===== src/rtl/bcd_scan_display_if.sv =====
// Display-side bundle for bcd_scan_display: BCD digits and strobes in, segment/select drive out.
// master = digit source / observer, slave = the scanning display driver.
interface bcd_scan_display_if #(
  parameter int NDIG = 2,
  parameter int IW   = (NDIG > 1) ? $clog2(NDIG) : 1
);
  logic [4*NDIG-1:0] DIGITS;
  logic              LATCH;
  logic              BLANK;
  logic [6:0]        SEG;
  logic [NDIG-1:0]   AN;
  logic [IW-1:0]     SCAN_IDX;

  modport master (
    output DIGITS, LATCH, BLANK,
    input  SEG, AN, SCAN_IDX
  );

  modport slave (
    input  DIGITS, LATCH, BLANK,
    output SEG, AN, SCAN_IDX
  );
endinterface


===== src/rtl/bcd_scan_display.sv =====
// Snapshots NDIG BCD digits and time-multiplexes them onto one 7-segment bus with a dark guard cycle per slot.
// Optional build macro LEADING_ZERO_BLANK_EN suppresses leading zero digits above digit 0.
module bcd_scan_display #(
  parameter int NDIG     = 2,
  parameter int PRESCALE = 1000
) (
  input  logic              CLK,
  input  logic              RESET_B,
  bcd_scan_display_if.slave bus
);
  localparam int IW = (NDIG > 1) ? $clog2(NDIG) : 1;
  localparam int PW = $clog2(PRESCALE);
  localparam logic [PW-1:0] PRE_LAST = PW'(PRESCALE - 1);
  localparam logic [IW-1:0] IDX_LAST = IW'(NDIG - 1);
`ifdef LEADING_ZERO_BLANK_EN
  localparam bit LZB_EN = 1'b1;
`else
  localparam bit LZB_EN = 1'b0;
`endif

  typedef enum logic {SLOT_GUARD = 1'b0, SLOT_LIT = 1'b1} slot_e;

  logic [PW-1:0]     pre_r;
  slot_e             phase_r;
  logic [IW-1:0]     idx_r;
  logic [4*NDIG-1:0] shadow_r;
  logic [6:0]        seg_r;
  logic [NDIG-1:0]   an_r;

  logic              tick_s;
  logic [3:0]        cur_digit_s;
  logic [NDIG-1:0]   an_lit_s;
  logic              lz_blank_s;
  logic              zero_run_s;

  function automatic logic [6:0] bcd_to_seg(input logic [3:0] d);
    logic [6:0] s;
    case (d)
      4'd0:    s = 7'h3F;
      4'd1:    s = 7'h06;
      4'd2:    s = 7'h5B;
      4'd3:    s = 7'h4F;
      4'd4:    s = 7'h66;
      4'd5:    s = 7'h6D;
      4'd6:    s = 7'h7D;
      4'd7:    s = 7'h07;
      4'd8:    s = 7'h7F;
      4'd9:    s = 7'h6F;
      default: s = 7'h40;
    endcase
    return s;
  endfunction

  assign tick_s       = (pre_r == PRE_LAST);
  assign bus.SEG      = seg_r;
  assign bus.AN       = an_r;
  assign bus.SCAN_IDX = idx_r;

  // Select the current shadow digit, its select pattern, and whether it is a leading zero.
  always_comb begin
    cur_digit_s = 4'd0;
    an_lit_s    = {NDIG{1'b1}};
    lz_blank_s  = 1'b0;
    zero_run_s  = 1'b1;
    // Walk from the most significant digit so zero_run_s means "this digit and all above are 0".
    for (int k = NDIG - 1; k >= 0; k--) begin
      zero_run_s = zero_run_s && (shadow_r[4*k +: 4] == 4'd0);
      if (idx_r == IW'(k)) begin
        cur_digit_s = shadow_r[4*k +: 4];
        an_lit_s[k] = 1'b0;
        lz_blank_s  = LZB_EN && zero_run_s && (k != 0);
      end else begin
        an_lit_s[k] = 1'b1;
      end
    end
  end

  // Prescaler, shadow capture, scan index and slot phase; all outputs registered here.
  always_ff @(posedge CLK or negedge RESET_B) begin
    if (!RESET_B) begin
      pre_r    <= {PW{1'b0}};
      phase_r  <= SLOT_GUARD;
      idx_r    <= {IW{1'b0}};
      shadow_r <= {(4*NDIG){1'b0}};
      seg_r    <= 7'h00;
      an_r     <= {NDIG{1'b1}};
    end else begin
      pre_r <= tick_s ? {PW{1'b0}} : pre_r + PW'(1);
      if (bus.LATCH) begin
        shadow_r <= bus.DIGITS;
      end
      if (tick_s) begin
        idx_r   <= (idx_r == IDX_LAST) ? {IW{1'b0}} : idx_r + IW'(1);
        an_r    <= {NDIG{1'b1}};
        phase_r <= SLOT_GUARD;
      end else if (phase_r == SLOT_GUARD) begin
        seg_r   <= lz_blank_s ? 7'h00 : bcd_to_seg(cur_digit_s);
        an_r    <= lz_blank_s ? {NDIG{1'b1}} : an_lit_s;
        phase_r <= SLOT_LIT;
      end
      // BLANK wins over the guard load; the scan keeps running underneath.
      if (bus.BLANK) begin
        an_r <= {NDIG{1'b1}};
      end
    end
  end
endmodule


===== src/flat_wrapper.sv =====
// flat-port wrapper written by rule: the top's interface ports become plain ports
module bcd_scan_display_flat 
#(
  parameter int NDIG     = 2,
  parameter int PRESCALE = 1000
)
  (CLK, RESET_B, bus_DIGITS, bus_LATCH, bus_BLANK, bus_SEG, bus_AN, bus_SCAN_IDX);
  bcd_scan_display_if #(.NDIG(NDIG)) bus_i ();
  input  logic CLK;
  input  logic RESET_B;
  input wire logic [$bits(bus_i.DIGITS)-1:0] bus_DIGITS;
  input wire logic [$bits(bus_i.LATCH)-1:0] bus_LATCH;
  input wire logic [$bits(bus_i.BLANK)-1:0] bus_BLANK;
  output wire logic [$bits(bus_i.SEG)-1:0] bus_SEG;
  output wire logic [$bits(bus_i.AN)-1:0] bus_AN;
  output wire logic [$bits(bus_i.SCAN_IDX)-1:0] bus_SCAN_IDX;
  assign bus_i.DIGITS = bus_DIGITS;
  assign bus_i.LATCH = bus_LATCH;
  assign bus_i.BLANK = bus_BLANK;
  assign bus_SEG = bus_i.SEG;
  assign bus_AN = bus_i.AN;
  assign bus_SCAN_IDX = bus_i.SCAN_IDX;
  bcd_scan_display #(.NDIG(NDIG), .PRESCALE(PRESCALE)) u_core (.CLK(CLK), .RESET_B(RESET_B), .bus(bus_i));
endmodule

===== config.mk =====
export PLATFORM = sky130hd
export DESIGN_NAME = bcd_scan_display_flat
export DESIGN_NICKNAME = d
export VERILOG_FILES = /design/src/rtl/bcd_scan_display_if.sv /design/src/rtl/bcd_scan_display.sv /design/src/flat_wrapper.sv
export SDC_FILE = /design/constraint.sdc
export NUM_CORES = 1
export LEC_CHECK = 0
export CORE_ASPECT_RATIO = 1.4
export CORE_MARGIN = 2
export CORE_UTILIZATION = 48
export DETAILED_ROUTE_END_ITERATION = 12
export PLACE_DENSITY = 0.83
export SYNTH_ARGS = -nofsm -noshare
export SYNTH_HDL_FRONTEND = slang
export SYNTH_SLANG_ARGS = --single-unit
export TNS_END_PERCENT = 30

===== constraint.sdc =====
create_clock -name CLK -period 1.8 [get_ports CLK]
set_input_delay 0.27 -clock CLK [delete_from_list [all_inputs] [get_ports CLK]]
set_output_delay 0.27 -clock CLK [all_outputs]
set_load 0.02 [all_outputs]

=== Yosys cells after proc, flatten, opt, wreduce, memory -nomap -nowiden ===
Memories as Yosys holds them, arrays and structs flattened. A register that Yosys moved wholly into a read port is not among the register bits.
Cells that the tools add are included.

* Bits of input ports: 12
* Bits in registers: 22
* Word-level logic and storage cells: 23
* Output and inout port bits: 10
* Memories kept: 1
* Bits in read-only memories: 112

* Bitwise logic cells: 2
* Reductions and logical operators: 2
* Muxes and demuxes: 9
* Equal/unequal tests: 2
* $add $sub $neg: 2

{| class="wikitable"
|+ Memory list
! memory !! words !! width !! read ports !! clocked after memory_dff !! wr ports !! line !! RTL
|-
| (no name shown) || 16 || 7 || 1 || 1 || 0 || bcd_scan_display.sv:38 || <nowiki>case (d)</nowiki>
|}

{| class="wikitable"
|+ Operator list
! kind !! count
|-
| $add A10 B1 Y10 const B || 1
|-
| $eq A10 B10 Y1 const B || 1
|-
| $mux W10 || 1
|-
| $mux W2 || 3
|-
| $mux W1 || 4
|-
| $mux W4 || 1
|-
| $ne A3 B3 Y1 const B || 1
|-
| $not A1 Y1 || 2
|-
| $reduce_and A2 Y1 || 1
|-
| $add A1 B1 Y1 const B || 1
|-
| $logic_not A1 Y1 || 1
|}

=== Logic depth before layout (Yosys ltp) ===
* Depth in word-level cells: 4
* Depth in mapped cells: 7

=== Worst setup path after synthesis ===
OpenSTA, ideal clock, no wires.

* Path type: flip-flop to flip-flop
* From: register u_core.idx_r (netlist: u_core.bus.SCAN_IDX)
* To: register u_core.seg_r[6] (netlist: u_core.bus.SEG[6])
* Clock period less this slack: 1.835 ns
* Data arrival time: 1.772 ns
* Cell stages (with the launch flop): 8
* Path slack: -0.035 ns
* Cell sequence: dfrtp_1 buf_6 mux2i_1 inv_1 ha_1 mux2_2 a21oi_1 a21o_2

* Longest elaborated chain between the ends: 1

{| class="wikitable"
|+ RTL lines
! element !! line !! RTL
|-
| start: declaration || bcd_scan_display.sv:25 || <nowiki>logic [IW-1:0] idx_r;</nowiki>
|-
| start signal: assignment || bcd_scan_display.sv:83 || <nowiki>idx_r <= {IW{1'b0}};</nowiki>
|-
| start signal: assignment || bcd_scan_display.sv:93 || <nowiki>idx_r <= (idx_r == IDX_LAST) ? {IW{1'b0}} : idx_r + IW'(1);</nowiki>
|-
| $mux W4 || bcd_scan_display.sv:68 || <nowiki>if (idx_r == IW'(k)) begin</nowiki>
|-
| end: declaration || bcd_scan_display.sv:27 || <nowiki>logic [6:0] seg_r;</nowiki>
|}

Every way passes these cells.
A chain may end at the register's enable or synchronous reset.

=== Worst setup path after layout ===
Ends and elaborated chain as after synthesis.

==> metrics.log <==
INFO  metric result_of_the_run = finished, final reports clean
INFO  metric timing_worst_slew_pin_value = 0.533 ns
INFO  metric antenna_cells = 0
INFO  metric worst-endpoint-required = 2.03 ns
INFO  metric drt_drc_violations_left = 0
INFO  metric syn_avg_cell_area = 11.5 sq um
INFO  metric pwr-share-seq = 43.6%
INFO  metric place.gp.congestion = 0.905
INFO  metric cts_max_level = 2
INFO  metric drt-total-wl = 2750 microns
INFO  metric numPortBuffers = 21
INFO  metric start_util = 50.9%
INFO  metric dp_hpwl = 2020 microns
INFO  metric vias_per_cell = 5.12
INFO  metric num_vias = 1,024
INFO  metric synth.yosys.warnings = 0
INFO  metric pre_cts_slack = 0.0105 ns
INFO  metric internal_power = 0.00126 W
INFO  metric layout_setup_ws = 0.0776 ns
INFO  metric grt_max_degree = 30
INFO  metric mostFrequentLayoutCell = dfrtp_1
INFO  metric highest_count_cells_in_the_layout_ignoring_fill_and_taps = dfrtp_1 (26), clkdlybuf4s50_1 (20), nand2_1 (11)
INFO  metric tritoncts = yes
INFO  metric num_rows = 23
INFO  metric cts_buffers = 5
INFO  metric pwr-share-clk = 42.3%
INFO  metric comb_power_share = 14.1%
INFO  metric synth_sequential_area_ratio = 49.2%
INFO  metric grt_pass1_wl = 4890 microns
INFO  metric cellLeakagePower = 0.872 nW
INFO  metric clockRootBuffer = clkbuf_8
INFO  metric clkSlewWorstSetupHoldPaths = 0.06 ns
INFO  metric first_global_vias = 1,080
INFO  metric timing.rr.start = u_core.bus.SCAN_IDX
INFO  metric hold_class = in2async
INFO  metric drive_above_1_share = 25.2%
INFO  metric layout-area-overhead-vs-synth = 27.9%
INFO  metric postSynthCellCount = 129
INFO  metric final_nets = 181
INFO  metric ir_drop = 0.000620 V
INFO  metric final_min_period_over_clock_period = 95.7%
INFO  metric syn-cell-area = 1480 sq um
INFO  metric drv_slew = 0
INFO  metric drt-pass1-iter-count = 4
INFO  metric cp-end-kind = flop
INFO  metric synth-main-ff-cell = dfrtp_1
INFO  metric worst_ep_arrival_time = 1.95 ns
INFO  metric core_area = 2910 sq um
INFO  metric clock-skew-final = 0.00496 ns
INFO  metric drv_cap = 0
INFO  metric startpoint_type = flop
INFO  metric timing.reg2reg.setup_slack = 0.08 ns
INFO  metric num_io_pins = 22
INFO  metric clock_insertion_delay_at_the_later_pin_of_the_skew_report = 0.28 ns
INFO  metric worst_r2r_path_depth = 6
INFO  metric synth-edff-count = 0
INFO  metric die-width = 50.9 microns
INFO  metric routed_wire_length_per_instance = 13.7 microns
INFO  metric critical-path-slowest-cell = dfrtp_2
INFO  metric postSynthRegisterBits = 29
INFO  metric worst-setup-path-type = reg2reg
INFO  metric critPathMaxStageDelay = 0.46 ns
INFO  metric overall_global_routing_usage = 18.7%
INFO  metric synth_unique_cells = 34
INFO  metric slew_headroom = 64.2%
INFO  metric final_cells = 200
INFO  metric clock-sinks = 29
INFO  metric floorplan_die_height = 69.7 microns
INFO  metric place.detailed.instances = 189
INFO  metric reg2reg_to = u_core.bus.SEG[6]
INFO  metric drt_iter0_drc = 18
INFO  metric cts-root-to-sink-buffers = 2
INFO  metric sw_frac_of_total = 22.7%
INFO  metric clock.fmax = 0.581 GHz
INFO  metric final.hold.worst_slack = 0.369 ns
INFO  metric power-per-cell-area = 860 nW/um^2
INFO  metric power.net_switching = 0.000369 W
INFO  metric globalRoute.totalOverflow = 0
INFO  metric die_area = 3550 sq um
INFO  metric hold_violations = 0
INFO  metric syn_nets = 148
INFO  metric antenna_found_initial = 0
INFO  metric layout_min_cycle_time = 1.72 ns
INFO  metric cp_cell_sequence = mux2i_4 -> inv_2 -> ha_1 -> mux2_2 -> a21oi_1 -> a21o_2
INFO  metric crit_fanout = 6
INFO  metric final_antenna_net_count = 0
INFO  metric final-setup-viol-count = 0
INFO  metric async_reset_ff_share = 100%
-- layout make-up --
cell class / instances / area, sq um
clock buffers: 7 / 86.3
clock inverters: 1 / 30.0
fillers: 221 / 1010
inverters: 7 / 26.3
multi-input cells: 89 / 697
flip-flops and latches: 29 / 729
well taps: 37 / 46.3
repair buffers: 30 / 277
-- worst max-delay path: cells and delay by family, from the launching register on --
family	cells	cell delay, ns
AO/OA/AOI/OAI	2	0.25
adder cells (fa/ha/maj)	1	0.22
buffers and inverters	1	0.09
flip-flops	1	0.46
multiplexers	2	0.63
-- power groups by stage --
stage	Sequential [W]	Combinational [W]	Clock (W)
after floorplan	0.000735	0.000101	0
after global placement	0.000718	0.000209	0
after detailed placement	0.000722	0.000220	0
after CTS	0.000710	0.000222	0.000707
after global routing	0.000712	0.000252	0.000740
final	0.000709	0.000230	0.000689
-- metal layers --
metal	up-vias	share of wire [%]	global-route usage [%]
met4	0	3.3	10.2
met3	11	4.1	6.68
met5	-	0	0
li1	506	-	-
met1	485	39	20.5
met2	22	54	30.4
-- flip-flops by register name, indices dropped and copies added, names as in the netlist --
| signal | count |
|---|---|
| u_core.bus.AN | 2 |
| u_core.bus.SCAN_IDX | 1 |
| u_core.bus.SEG | 7 |
| u_core.phase_r | 1 |
| u_core.pre_r | 10 |
| u_core.shadow_r | 8 |
-- cells in the mapped netlist (all sizes together), types with 2 or more instances --
cell type	instances	area (sq um)
dfrtp	27	676
nand2	11	41.3
a21oi	10	50.1
mux2	10	113
nor2	10	37.5
mux2i	8	96.3
o21ai	8	43.8
ha	7	87.6
inv	7	26.3
or3	4	26.3
buf	3	27.5
nand3	3	15.0
xnor2	3	26.3
xor2	3	26.3
dfstp	2	52.6
-- how the worst max path moves through the flow --
stage	startpoint	endpoint	cells after the start
finish	u_core.bus.SCAN_IDX	u_core.bus.SEG[6]	6
global route	u_core.bus.SCAN_IDX	u_core.bus.SEG[6]	6
CTS	u_core.bus.SCAN_IDX	u_core.bus.SEG[6]	6
floorplan	u_core.bus.SCAN_IDX	u_core.bus.SEG[6]	7
global placement	u_core.bus.SCAN_IDX	u_core.bus.SEG[6]	6
detailed placement	u_core.bus.SCAN_IDX	u_core.bus.SEG[6]	6
-- cell families (layout without fill, tap and decap cells) --
| group | count (synthesis) | after routing | synth area share, % |
|---|---|---|---|
| buffers and inverters | 11 | 45 | 3.89 |
| adder cells (fa/ha/maj) | 7 | 7 | 5.92 |
| AO/OA/AOI/OAI | 22 | 22 | 9.81 |
| multiplexers | 18 | 18 | 14.1 |
| flip-flops | 29 | 29 | 49.2 |
| XOR/XNOR | 6 | 6 | 3.55 |
| AND/OR/NAND/NOR | 36 | 36 | 13.5 |
-- metrics by stage --
| step | power (W) | utilization (%) | setup TNS [ns] | instance area [sq um] |
|---|---|---|---|---|
| global placement | 0.000928 | 60.3 | 0 | 1750 |
| CTS | 0.00164 | 64.3 | 0 | 1870 |
| floorplan | 0.000836 | - | 0 | 1480 |
| global route | 0.00170 | 65.1 | -0.000682 | 1890 |
| finish | 0.00163 | 65.1 | 0 | 1890 |
| detailed placement | 0.000942 | 60.3 | 0 | 1750 |
-- timing repair --
| action | 4_1_cts | 5_1_grt |
|---|---|---|
| buffers inserted | 0 | 3 |
| endpoints found under the hold margin | 0 | 0 |
| gates resized for setup | 2 | 0 |
| hold buffers | 0 | 0 |
| setup endpoints to repair | 2 | 2 |
Note: power is estimated with default switching activity, not from simulation.
==> patch 1, RTL diff (config.mk and constraints unchanged) <==
`NDIG` is set to 2 in 3 places; all go to 4.
--- a/src/rtl/bcd_scan_display_if.sv
+++ b/src/rtl/bcd_scan_display_if.sv
@@ -1,7 +1,7 @@
 // Display-side bundle for bcd_scan_display: BCD digits and strobes in, segment/select drive out.
 // master = digit source / observer, slave = the scanning display driver.
 interface bcd_scan_display_if #(
-  parameter int NDIG = 2,
+  parameter int NDIG = 4,
   parameter int IW   = (NDIG > 1) ? $clog2(NDIG) : 1
 );
   logic [4*NDIG-1:0] DIGITS;
--- a/src/rtl/bcd_scan_display.sv
+++ b/src/rtl/bcd_scan_display.sv
@@ -1,7 +1,7 @@
 // Snapshots NDIG BCD digits and time-multiplexes them onto one 7-segment bus with a dark guard cycle per slot.
 // Optional build macro LEADING_ZERO_BLANK_EN suppresses leading zero digits above digit 0.
 module bcd_scan_display #(
-  parameter int NDIG     = 2,
+  parameter int NDIG     = 4,
   parameter int PRESCALE = 1000
 ) (
   input  logic              CLK,
--- a/src/flat_wrapper.sv
+++ b/src/flat_wrapper.sv
@@ -1,7 +1,7 @@
 // flat-port wrapper written by rule: the top's interface ports become plain ports
 module bcd_scan_display_flat 
 #(
-  parameter int NDIG     = 2,
+  parameter int NDIG     = 4,
   parameter int PRESCALE = 1000
 )
   (CLK, RESET_B, bus_DIGITS, bus_LATCH, bus_BLANK, bus_SEG, bus_AN, bus_SCAN_IDX);
Ports: changed (resized bus_AN, bus_DIGITS and bus_SCAN_IDX); port bits go from 22 to 33. The function was not compared with the original's and may differ.
==> patch 1 against the original RTL <==
The flow now finishes with violations (setup timing); synthesized area rose by 32%; worst setup slack worse by 0.55 ns; wire length is 50% higher; sequential cell count increased by 11; final area increased by 46%; critical path depth increased by 4; power grew 29%; largest power group unchanged.
==> patch 1: results (changes against the original RTL) <==
* Clk Latency, worst-skew pair at 0.30 ns (was 0.28 ns)
* Final RePlAce weighted congestion at 0.7843 (was 0.9048)
* Final worst slack at -0.4700 ns (was 0.07757 ns)
* Fraction of layout cells with a size suffix above 1 at 0.3578 (was 0.2515)
* Status: finished, violations left (was finished clean)
* GRT Overall Usage at 0.1999 (was 0.1865)
* Critical R2R Capture: u_core.bus.SEG[5] (was u_core.bus.SEG[6])
* List of most frequent post-synthesis cells: dfrtp_1, mux2_2, ha_1, nor2_1, nand2_1 (was dfrtp_1, nand2_1, a21oi_1, mux2_2, nor2_1)
* Crit path launch: u_core.bus.SCAN_IDX[1] (was u_core.bus.SCAN_IDX)
* Final setup vio count at 7 (was 0)
* Via count at 1503 (was 1024)
* Seq/Total Area, Yosys at 0.5134 (was 0.4924)
* Reg2reg path depth at 10 (was 6)
* Slew HR at 0.6546 (was 0.6423)
* Total net switching power at 0.0004758 W (was 0.0003692 W)
* Fillers at 287 (was 221)
* Initial DRC count at 45 (was 18)
* Final setup TNS at -2.632 ns (was 0 ns)
* Non-clock buffer share of cell area at 0.1969 (was 0.1462)
* Critical Path AT at 2.49 ns (was 1.95 ns)
* Non-clk bufs at 62 (was 30)
* Leakage power at 1.211 nW (was 0.8722 nW)
* Max incr delay on CP at 0.42 ns (was 0.46 ns)
* Critical path's top delay family: compound AO/OA/AOI/OAI gates (was multiplexers)
* Max FFs per register at 16 (was 10)
* Largest Register: u_core.shadow_r (was u_core.pre_r)
* I/O Buffers at 32 (was 21)
* Routed wire per std cell at 15.01 µm (was 13.74 µm)
* Non-Clock Inverter Count at 8 (was 7)
* Violated checks: setup timing
* Synth area leaders: dfrtp_1, mux2_2, ha_1 (unchanged)
* Dpl ws at -0.5213 ns (was 0.01053 ns)
* Worst-path fanout max at 4 (was 6)
* Comb power at 0.000318 W (was 0.000230 W)
* Worst hold path class: reg -> reg (was in -> async)
* Clock skew at 0.005401 ns (was 0.004959 ns)
* Multi-input comb cells at 114 (was 89)
## patch 1: cell count changes in the layout (fill, tap and decap cells not counted), moves of 3 or more
cell and delta:
o211ai_1 +6, a21oi_1 -7, dfrtp_1 +8, mux2_2 +6, mux2i_1 -5, o21ai_1 +3
a31oi_1 +5, clkdlybuf4s50_1 +11, buf_4 +20, inv_4 +3, ha_4 +4
## patch 1: metrics by stage
stage               total power, W  cell area (µm²)  instances  hold WS (ns)
floorplan                 0.001158             2024        168      -0.02559
global placement          0.001298             2574        265        0.2690
detailed placement        0.001312             2574        265        0.2729
CTS                       0.002117             2730        275        0.4618
global route              0.002196             2758        275        0.4845
finish                    0.002099             2758        275        0.4579
## patch 1: worst max path at each step
stage                   endpoint  slack, ns  cells after the start
3_3_place_gp   u_core.bus.SEG[5]      -0.43                     10
4_1_cts        u_core.bus.SEG[5]      -0.50                     10
2_1_floorplan  u_core.bus.SEG[5]      -0.57                     10
3_5_place_dp   u_core.bus.SEG[5]      -0.52                     10
6_report       u_core.bus.SEG[5]      -0.47                     10
5_1_grt        u_core.bus.SEG[5]      -0.56                     10
## patch 1: logic make-up after synthesis
group,count (synthesis),share of synthesized area
and+or+nand+nor,42,0.1130
DFF,40,0.5134
AOI/OAI and AO/OA,39,0.1488
muxes,17,0.09961
buffers and inverters,14,0.03065
adders and majority gates,12,0.07663
xor gates and xnor gates,4,0.01788
## patch 1: per-layer routing
metal,vias up,track usage
met1,739,0.2291
met5,-,0
met4,0,0.09070
met2,27,0.3477
li1,730,-
met3,7,0.04538
## patch 1: timing repair
action,4_1_cts,5_1_grt
buffers inserted,1,0
hold buffers,1,0
endpoints found under the setup margin,7,12
pin swaps,6,0
hold endpoints to repair,21,0
gates resized for setup,3,7
==> patch 2, RTL diff (same settings) <==
Without the edit above. Reset style: synchronous (`RESET_B`), changed in one clocked block.
--- a/src/rtl/bcd_scan_display.sv
+++ b/src/rtl/bcd_scan_display.sv
@@ -76,7 +76,7 @@
   end
 
   // Prescaler, shadow capture, scan index and slot phase; all outputs registered here.
-  always_ff @(posedge CLK or negedge RESET_B) begin
+  always_ff @(posedge CLK) begin
     if (!RESET_B) begin
       pre_r    <= {PW{1'b0}};
       phase_r  <= SLOT_GUARD;
Behaviour: differs if RESET_B is asserted again (counterexample within 4 cycles, from zero or initial values and one cycle with RESET_B low); with RESET_B held inactive, the same outputs for 10 cycles.
==> patch 2 against the original RTL <==
Sequential share of layout area shrank 2.8 points; synthesized area fell by 12%; hold slack gained 0.11 ns; core utilization is 2.3 points lower; power is 18% lower; final area fell by 14%; highest routed layer unchanged; worst setup slack improved by 0.062 ns; sequential cell count did not move; wire length fell by 8.4%; critical path depth is 1 lower.
==> patch 2: results (changes against the original RTL) <==
* Worst hold path class: reg -> reg (was in -> async)
* Part of the power in combinational logic at 0.135 (was 0.141)
* Critical path's top delay family: simple AND/OR/NAND/NOR gates (was multiplexers)
* Clock skew at 0.007316 ns (was 0.004959 ns)
* Total net switching power at 0.0003412 W (was 0.0003692 W)
* Placed cells at 192 (was 189)
* Post-synthesis compound-gate area fraction at 0.1049 (was 0.09814)
* Post-synth net total at 156 (was 148)
* Sw Share at 0.2559 (was 0.2268)
* GRT Overall Usage at 0.1860 (was 0.1865)
* Routed vias/inst at 5.090 (was 5.120)
* Xor/xnor share of the synthesized area at 0.06064 (was 0.03553)
* Largest net degree at the start of global routing at 14 (was 30)
* Met1 GRT Util at 0.2096 (was 0.2051)
* Synth area leaders: dfxtp_1, mux2i_1, nor2_1 (was dfrtp_1, mux2_2, ha_1)
* Initial DRC count at 15 (was 18)
* Fraction of layout cells with a size suffix above 1 at 0.09756 (was 0.2515)
* Post-synth top flop: dfxtp_1 (was dfrtp_1)
* Worst-path fanout max at 10 (was 6)
* Async SR Flop Fraction at 0 (was 1.000)
* Final RePlAce weighted congestion at 0.7628 (was 0.9048)
* Seq/Total Area, Yosys at 0.4466 (was 0.4924)
* Clk Latency, worst-skew pair at 0.34 ns (was 0.28 ns)
* Mux contribution to synthesized area at 0.1049 (was 0.1413)
* Met3 usage at 0.07418 (was 0.06681)
* Max incr delay on CP at 0.39 ns (was 0.46 ns)
* Leakage power at 0.6572 nW (was 0.8722 nW)
* M2 GR Usage at 0.2867 (was 0.3045)
* Nets at 182 (was 181)
* Mapped Cells at 137 (was 129)
* FMAX at 602.1 MHz (was 580.6 MHz)
* Fillers at 229 (was 221)
* DPL Wire Length at 1.897 mm (was 2.021 mm)
* Peak VDD IR at 0.5811 mV (was 0.6204 mV)
* First-pass GRT wire length at 4.071 mm (was 4.885 mm)
* Worst-path clk slew at 0.09 ns (was 0.06 ns)
* CTS Root Cell: clkbuf_4 (was clkbuf_8)
* Status: finished clean (unchanged)
==> patch 2: final timing paths <==
| kind | end | slack (ns) | depth (start not counted) |
|---|---|---|---|
| setup / recovery | u_core.bus.AN[0] | 0.14 | 5 |
| hold / removal | u_core.bus.AN[1] | 0.48 | 1 |
| setup reg to reg | u_core.bus.AN[0] | 0.14 | 5 |
| hold reg to reg | u_core.bus.AN[1] | 0.48 | 1 |
==> patch 2: final cells by class <==
| class | count | area share |
|---|---|---|
| well taps | 36 | 0.02771 |
| clock buffers | 7 | 0.04003 |
| inverters | 8 | 0.01848 |
| repair buffers | 22 | 0.1332 |
| flip-flops and latches | 29 | 0.3572 |
| multi-input cells | 97 | 0.4203 |
| clock inverters | 1 | 0.003079 |
==> patch 2: timing repair <==
item	CTS	global route
setup buffers	0	0
endpoints found under the setup margin	1	4
resized for setup	1	2
